## src/rtl/muldiv_pkg.sv

```systemverilog
// muldiv_pkg: shared FSM state encoding and operation-mode constants for seq_muldiv
package muldiv_pkg;
  typedef enum logic [1:0] {IDLE, CALC, FIX} state_e;
  localparam logic MODE_MUL = 1'b0;
  localparam logic MODE_DIV = 1'b1;
endpackage

```

## src/rtl/add_rca_n.sv

```systemverilog
// add_rca_n: N-bit ripple-carry adder with carry-in; subtract by feeding ~b and c_i=1
module add_rca_n #(
  parameter int N = 33
) (
  input  logic [N-1:0] a_i,
  input  logic [N-1:0] b_i,
  input  logic         c_i,
  output logic [N-1:0] s_o
);
  logic [N-1:0] c;
  assign c[0] = c_i;
  for (genvar i = 0; i < N; i++) begin : g_bit
    assign s_o[i] = a_i[i] ^ b_i[i] ^ c[i];
    if (i < N - 1) begin : g_carry
      assign c[i+1] = (a_i[i] & b_i[i]) | (c[i] & (a_i[i] ^ b_i[i]));
    end
  end
endmodule

```

## src/rtl/seq_muldiv.sv

```systemverilog
// seq_muldiv: iterative signed multiply (shift-add) / divide (restoring) on magnitudes,
// one iteration per cycle, sign-corrected in a final FIX cycle.
module seq_muldiv
  import muldiv_pkg::*;
#(
  parameter int WIDTH = 32
) (
  input  logic                 clock,
  input  logic                 reset,
  input  logic                 start,
  input  logic                 muordi,
  input  logic [WIDTH-1:0]     opera1,
  input  logic [WIDTH-1:0]     opera2,
  output logic [2*WIDTH-1:0]   result,
  output logic                 valid,
  output logic                 busy,
  output logic                 div_by_zero
);
  localparam int CW = $clog2(WIDTH) + 1;
  localparam logic [CW-1:0] LAST = CW'(WIDTH - 1);
  state_e state_q;
  logic [CW-1:0] cnt_q;
  logic mode_q, s1_q, s2_q, zero_q;
  logic [WIDTH-1:0] a_q, acc_q, lo_q, acc_d, lo_d, mag1, mag2, mul_b, quo_f, rem_f;
  logic [WIDTH:0] add_a, add_b, sum;
  logic [2*WIDTH-1:0] prod, res_d;
  assign mag1 = opera1[WIDTH-1] ? -opera1 : opera1;
  assign mag2 = opera2[WIDTH-1] ? -opera2 : opera2;
  // acc_q holds the high product half (mul) or the partial remainder (div); lo_q the multiplier / dividend-quotient
  always_comb begin
    mul_b = lo_q[0] ? a_q : '0;
    add_a = (mode_q == MODE_DIV) ? {acc_q, lo_q[WIDTH-1]} : {1'b0, acc_q};
    add_b = (mode_q == MODE_DIV) ? ~{1'b0, a_q} : {1'b0, mul_b};
    acc_d = (mode_q == MODE_DIV) ? (sum[WIDTH] ? add_a[WIDTH-1:0] : sum[WIDTH-1:0]) : sum[WIDTH:1];
    lo_d  = (mode_q == MODE_DIV) ? {lo_q[WIDTH-2:0], ~sum[WIDTH]} : {sum[0], lo_q[WIDTH-1:1]};
    prod  = {acc_q, lo_q};
    quo_f = zero_q ? '1 : ((s1_q ^ s2_q) ? -lo_q : lo_q);
    rem_f = s2_q ? -acc_q : acc_q;
    res_d = (mode_q == MODE_DIV) ? {rem_f, quo_f} : ((s1_q ^ s2_q) ? -prod : prod);
  end
  add_rca_n #(.N(WIDTH + 1)) u_add (
    .a_i(add_a),
    .b_i(add_b),
    .c_i(mode_q == MODE_DIV),
    .s_o(sum)
  );
  always_ff @(posedge clock) begin
    if (reset) begin
      state_q     <= IDLE;
      cnt_q       <= '0;
      mode_q      <= MODE_MUL;
      s1_q        <= 1'b0;
      s2_q        <= 1'b0;
      zero_q      <= 1'b0;
      a_q         <= '0;
      acc_q       <= '0;
      lo_q        <= '0;
      result      <= '0;
      valid       <= 1'b0;
      busy        <= 1'b0;
      div_by_zero <= 1'b0;
    end else begin
      valid       <= 1'b0;
      div_by_zero <= 1'b0;
      case (state_q)
        IDLE: if (start) begin
          mode_q  <= muordi;
          s1_q    <= opera1[WIDTH-1];
          s2_q    <= opera2[WIDTH-1];
          zero_q  <= muordi & (opera1 == '0);
          a_q     <= mag1;
          acc_q   <= '0;
          lo_q    <= mag2;
          cnt_q   <= '0;
          busy    <= 1'b1;
          state_q <= CALC;
        end
        CALC: begin
          acc_q   <= acc_d;
          lo_q    <= lo_d;
          cnt_q   <= cnt_q + 1'b1;
          state_q <= (cnt_q == LAST) ? FIX : CALC;
        end
        FIX: begin
          result      <= res_d;
          valid       <= 1'b1;
          div_by_zero <= zero_q;
          busy        <= 1'b0;
          state_q     <= IDLE;
        end
        default: state_q <= IDLE;
      endcase
    end
  end
endmodule

```

## config.mk

```make
export PLATFORM = sky130hd
export DESIGN_NAME = seq_muldiv
export DESIGN_NICKNAME = d
export VERILOG_FILES = /design/src/rtl/muldiv_pkg.sv /design/src/rtl/add_rca_n.sv /design/src/rtl/seq_muldiv.sv
export SDC_FILE = /design/constraint.sdc
export NUM_CORES = 1
export LEC_CHECK = 0
export CAP_MARGIN = 20
export CELL_PAD_IN_SITES_DETAIL_PLACEMENT = 1
export CELL_PAD_IN_SITES_GLOBAL_PLACEMENT = 1
export CORE_ASPECT_RATIO = 0.6
export CORE_MARGIN = 3
export CORE_UTILIZATION = 30
export DETAILED_ROUTE_END_ITERATION = 8
export GPL_ROUTABILITY_DRIVEN = 0
export MAX_ROUTING_LAYER = met4
export PLACE_DENSITY = 0.65
export SLEW_MARGIN = 20
export SYNTH_ARGS = -nofsm -noshare
export SYNTH_HDL_FRONTEND = slang
export SYNTH_SLANG_ARGS = --single-unit
```

## constraint.sdc

```tcl
create_clock -name clock -period 18.4 [get_ports clock]
set_clock_uncertainty 0.15 [all_clocks]
set_input_delay 5.52 -clock clock [delete_from_list [all_inputs] [get_ports clock]]
set_output_delay 5.52 -clock clock [all_outputs]
set_load 0.01 [all_outputs]
```

Yosys cells after proc, flatten, opt, wreduce, memory -nomap -nowiden
Cells that the tools add are included.
- flip-flop bits (word level): 175
- input port bits: 68
- output and inout bits: 67
- word-level logic and storage cells: 223
- add/subtract/negate cells: 6
- eq/ne operators: 4
- multiplexer cells: 25
- bitwise operators: 167
- reductions and logical operators: 8
- operators by type and width (operator ; count):
    32-bit 2-to-1 mux ; 11
    64-bit 2-to-1 mux ; 2
    32-bit negation ; 4
    32-bit one-hot mux with 2 select lines ; 2
    1-bit bitwise XOR ; 67
    33-bit 2-to-1 mux ; 2
    1-bit AND ; 65
    64-bit negation ; 1
    32-bit NOT with 33-bit output ; 1
    32-bit logical NOT ; 1
    1-bit OR ; 32
    6-bit one-hot mux with 2 select lines ; 1
    6-bit by 1-bit adder with 6-bit output, second input constant ; 1
    6-bit by 5-bit == test with 1-bit output, second input constant ; 1
    6-bit 2-to-1 mux ; 1
    2-bit AND reduction ; 3
    2-bit 2-to-1 mux ; 2
    2-bit one-hot mux with 2 select lines ; 1
    2-bit nonzero test ; 2
    2-bit by 1-bit == test with 1-bit output, second input constant ; 1
    2-bit == test, second input constant ; 1
    2-bit logical NOT ; 1
    1-bit 2-to-1 mux ; 2
    2-bit inequality test, second input constant ; 1
    3 further kinds ; 4

Logic depth before layout (Yosys ltp)
- depth after elaboration: 71
- mapped depth: 48
- gate-level depth less buffers: 44

Modules after synthesis
From an unflattened synthesis, not the netlist that was laid out.
- cell total of the unflattened synthesis: 1536
- area, all modules: 12208.0 µm²
- by module, submodules not included (module ; times used ; cells each ; area each (µm²) ; sequential area each (µm²)):
    seq_muldiv ; 1 ; 1498 ; 11524.8 ; 3503.4
    add_rca_n ; 1 ; 38 ; 683.2 ; 0.0

Worst setup path before layout
Ideal clock, no wire load.
- path kind: register to register
- from: register mode_q
- to: register acc_q[2]
- library setup time: 0.132 ns
- data arrival time: 14.673 ns
- required time: 18.118 ns
- path slack: 3.444 ns
- stages on the path, launching flop included: 49
- path buffers: 6
- clock period less this slack: 14.956 ns
- path through: dfxtp_1 -> buf_2 -> buf_2 -> clkbuf_1 -> clkbuf_1 -> clkbuf_1 -> nand2_1 -> o21ai_0 -> fa_1 -> fa_1 -> fa_1 -> inv_1 -> fa_1 -> fa_1 -> fa_1 -> fa_1 -> fa_1 -> fa_1 -> [... 13 more ...] -> fa_1 -> fa_1 -> fa_1 -> fa_1 -> fa_1 -> fa_1 -> fa_1 -> fa_1 -> inv_1 -> fa_1 -> inv_1 -> fa_1 -> xnor2_1 -> clkbuf_1 -> mux2i_1 -> mux2i_1 -> nand2_1 -> a21oi_1
- word-level cells in the longest chain between the ends: 70
- elaborated cells between the ends (all ways): 137
- those cells by class: mux (5); bitwise (132)
- ends and longest elaborated chain (element ; line ; RTL):
    start, declared ; seq_muldiv.sv:23 ; logic mode_q, s1_q, s2_q, zero_q;
    start signal, assigned ; seq_muldiv.sv:67 ; mode_q <= muordi;
    33-bit 2-to-1 mux (on tied branches) ; seq_muldiv.sv:32, seq_muldiv.sv:33 ;
    1-bit bitwise XOR ; add_rca_n.sv:15 ; assign c[i+1] = (a_i[i] & b_i[i]) | (c[i] & (a_i[i] ^ b_i[i]));
    1-bit AND ; add_rca_n.sv:15 ;
    1-bit OR ; add_rca_n.sv:15 ;
    1-bit AND ; add_rca_n.sv:15 ;
    1-bit OR ; add_rca_n.sv:15 ;
    1-bit AND ; add_rca_n.sv:15 ;
    1-bit OR ; add_rca_n.sv:15 ;
    [... 54 more ...] ; - ;
    1-bit AND ; add_rca_n.sv:15 ;
    1-bit OR ; add_rca_n.sv:15 ;
    1-bit AND ; add_rca_n.sv:15 ;
    1-bit OR ; add_rca_n.sv:15 ;
    1-bit bitwise XOR ; add_rca_n.sv:13 ; assign s_o[i] = a_i[i] ^ b_i[i] ^ c[i];
    32-bit 2-to-1 mux ; seq_muldiv.sv:34 ; acc_d = (mode_q == MODE_DIV) ? (sum[WIDTH] ? add_a[WIDTH-1:0] : sum[WIDTH-1:0]) : sum[WIDTH:1];
    32-bit 2-to-1 mux (*) ; seq_muldiv.sv:34 ;
    32-bit one-hot mux with 2 select lines (*) ; seq_muldiv.sv:65 ; case (state_q)
    end signal, assigned ; seq_muldiv.sv:56 ; acc_q <= '0;
    end signal, assigned ; seq_muldiv.sv:72 ; acc_q <= '0;
    end signal, assigned ; seq_muldiv.sv:79 ; acc_q <= acc_d;
    end, declared ; seq_muldiv.sv:24 ; logic [WIDTH-1:0] a_q, acc_q, lo_q, acc_d, lo_d, mag1, mag2, mul_b, quo_f, rem_f;
Every way passes the cells marked *; elsewhere a longest branch is shown, timed or not.
A chain may end at the register's enable or synchronous reset.

Final worst setup path
- from: register mode_q
- to: register acc_q[8]
Same word-level chain as after synthesis.

==> flow_metrics.py <==
metrics = {
    "cts": {
        "htreeDepth": 4,
        "clockRootBuffer": "clkbuf_16",
        "post-cts-setup-buffer-count": 0,
        "numCtsBuffers": 17,
        "cts_tree": "built",
        "ctsResizeCount": 0,
        "clockBufferDepth": 2,
        "cts.hold.buffers_added": 0,
        "cts_sinks": 175,
        "clkSlewWorstSetupHoldPaths_ps": 70,
        "clock_latency_ps": 460,
    },
    "critical_path": {
        "reg2regPathDepth": 44,
        "crit_buf_inv": 4,
        "critPathRequiredTime_ps": 18630,
        "slowest_stage": "nor2_1",
        "critPathMaxStageDelay_ps": 810,
        "end_kind": "flip-flop",
        "crit_path_frequent_cell": "fa_1",
        "worst_ep_arrival_time_ps": 15960,
        "worstSetupStartpointType": "flip-flop",
        "critPathTopFamily": "adder cells",
        "path_class": "flip-flop to flip-flop",
        "cp_max_fo": 48,
        "path_depth": 44,
    },
    "power": {
        "p_per_area_nw_per_um2": 76.3,
        "leakage_nw": 4.58,
        "irDropWorstVdd_mv": 0.0474,
    },
    "finish": {
        "fill_cells": 4639,
        "fin_nets": 1636,
        "final_util": 0.361,
        "diodes": 0,
        "syn_to_final_growth_pct": 18.1,
        "fin_cells": 2065,
        "drive_gt1_frac": 0.0791,
    },
    "floorplanning": {
        "start_util": 0.306,
        "core_sq_um": 39200,
        "dieWidth_um": 264,
        "die_h_um": 161,
        "rows": 56,
        "die_area_sq_um": 42500,
        "io_pins": 135,
    },
    "detailed_routing": {
        "drtPass1Iterations": 5,
        "avgRoutedWirePerCell_um": 21.7,
        "viasPerCell": 5.63,
        "dr_total_vias": 11600,
        "postRouteAntennaNets": 0,
        "routed_wl_um": 44800,
        "drt_iter0_markers": 949,
        "drc": 0,
    },
    "placement": {
        "portBuffers": 134,
        "place_hpwl_um": 33800,
        "post-place-cells": 2030,
    },
    "outcome": {
        "status": "finished, final reports clean",
    },
    "synth": {
        "synthFlopType": "dfxtp_1",
        "synth-warning-count": 0,
        "async_flop_share": 0,
        "ys_types": 62,
        "synth-seq-area-share": 0.292,
        "syn_area_sq_um": 12000,
        "syn_avg_cell_area_sq_um": 7.94,
        "synth.ff_latch_count": 175,
        "synthCells": 1511,
        "syn_nets": 1617,
        "synth_edf_count": 0,
    },
    "min_path": {
        "hp-class": "flip-flop to flip-flop",
        "hold_path_depth": 2,
    },
    "timing": {
        "fin_tns_setup_ps": 0,
        "final-setup-viol-count": 0,
        "tightestPinTransition_ps": 1070,
        "rsz0062_at_grt": "no",
        "fin_crit_sh": 0.855,
        "fin_crit_ps": 15730,
        "drv_slew": 0,
        "whs_ps": 300,
        "fmax_ghz": 0.0636,
        "relSlewSlack": 0.282,
        "hold_violations": 0,
    },
    "global_routing": {
        "grt_overflow": 0,
        "grt_usage": 0.213,
        "grt_pass1_wl_um": 69000,
        "grt_pass1_vias": 11400,
        "antenna_found_initial": 0,
        "grt_max_degree": 97,
    },
    "flow_run": {
        "maxCapViolCount": 0,
    },
}
worst paths after layout:
check / startpoint / endpoint / slack, ps
min reg2reg: result[43] / result[43] / 300
max: mode_q / acc_q[8] / 2670
max reg2reg: mode_q / acc_q[8] / 2670
min: result[43] / result[43] / 300
logic make-up after synthesis:
| group | Yosys count | synth area share |
|---|---|---|
| compound gates | 405 | 0.221 |
| xor+xnor | 108 | 0.0789 |
| fa+ha+maj | 38 | 0.0597 |
| buf+inv | 179 | 0.0576 |
| flops | 175 | 0.292 |
| mux | 99 | 0.0867 |
| simple gates | 507 | 0.204 |
state kept, by name, indices dropped and copies added, names as in the netlist, 2 cells and up:
name and count:
a_q 32, lo_q 32, state_q 2, result 64, acc_q 32, cnt_q 6
cell usage in the layout, fill, tap and decap left out, types with 32 or more instances in the layout:
cell type        instances
o21ai_1                 33
fa_1                    32
nand2_1                108
nand3_1                 44
xnor2_1                 56
xor2_1                  50
nor3_1                  37
mux2i_1                 60
clkdlybuf4s50_1        133
a211oi_1               114
o22ai_1                 33
nor2_1                 194
o21ai_0                 55
a21oi_1                 74
dfxtp_1                174
mux2_2                  39
worst reg2reg max path: cells and delay by family, from the launching register on:
family	cells	cell delay [ps]
adder cells (fa/ha/maj)	32	11900
AND/OR/NAND/NOR	3	1050
buffers and inverters	4	740
AO/OA/AOI/OAI	4	730
XOR/XNOR	1	630
flip-flops	1	450
power breakdown:
group / internal [mW] / switching (mW)
clock network: 0.178 / 0.180
logic: 0.111 / 0.173
registers: 0.396 / 0.0439
cells in the mapped netlist, types with 25 or more instances:
| cell type | count | area share |
|---|---|---|
| fa_1 | 32 | 0.053 |
| nand3_1 | 44 | 0.018 |
| o21ai_1 | 32 | 0.013 |
| mux2_2 | 39 | 0.037 |
| xnor2_1 | 58 | 0.042 |
| nor3_1 | 37 | 0.015 |
| xor2_1 | 50 | 0.037 |
| clkbuf_1 | 135 | 0.042 |
| o21ai_0 | 56 | 0.023 |
| inv_1 | 25 | 0.0078 |
| nand2_1 | 108 | 0.034 |
| a21oi_1 | 75 | 0.031 |
| mux2i_1 | 60 | 0.050 |
| o22ai_1 | 33 | 0.017 |
| a211oi_1 | 114 | 0.071 |
| nor4_1 | 25 | 0.013 |
| dfxtp_1 | 175 | 0.29 |
| nor2_1 | 196 | 0.061 |
layout make-up:
cell class / count / area, sq um / share of cell area
sequential: 175 / 3510 / 0.248
tap: 522 / 653 / 0.0461
clock inverter: 15 / 126 / 0.00892
clock buffer: 17 / 425 / 0.0300
multi-input combinational: 1157 / 7840 / 0.554
timing repair buffer: 154 / 1520 / 0.107
inverter: 25 / 93.8 / 0.00662
metrics by stage:
step	area, sq um	total power [mW]	setup WS [ps]
floorplan	12000	0.625	3440
global placement	13600	0.720	3230
detailed placement	13600	0.726	2800
CTS	14100	1.08	2730
global route	14200	1.13	1930
finish	14200	1.08	2670
metal layers:
layer | GRT usage | vias up | part of all wire
met5 | - | - | 0
met4 | 0.0406 | 0 | 0.011
met3 | 0.0461 | 33 | 0.073
met2 | 0.269 | 351 | 0.38
met1 | 0.335 | 5721 | 0.54
li1 | - | 5515 | -
No activity file was read; power rests on OpenSTA's default activity.
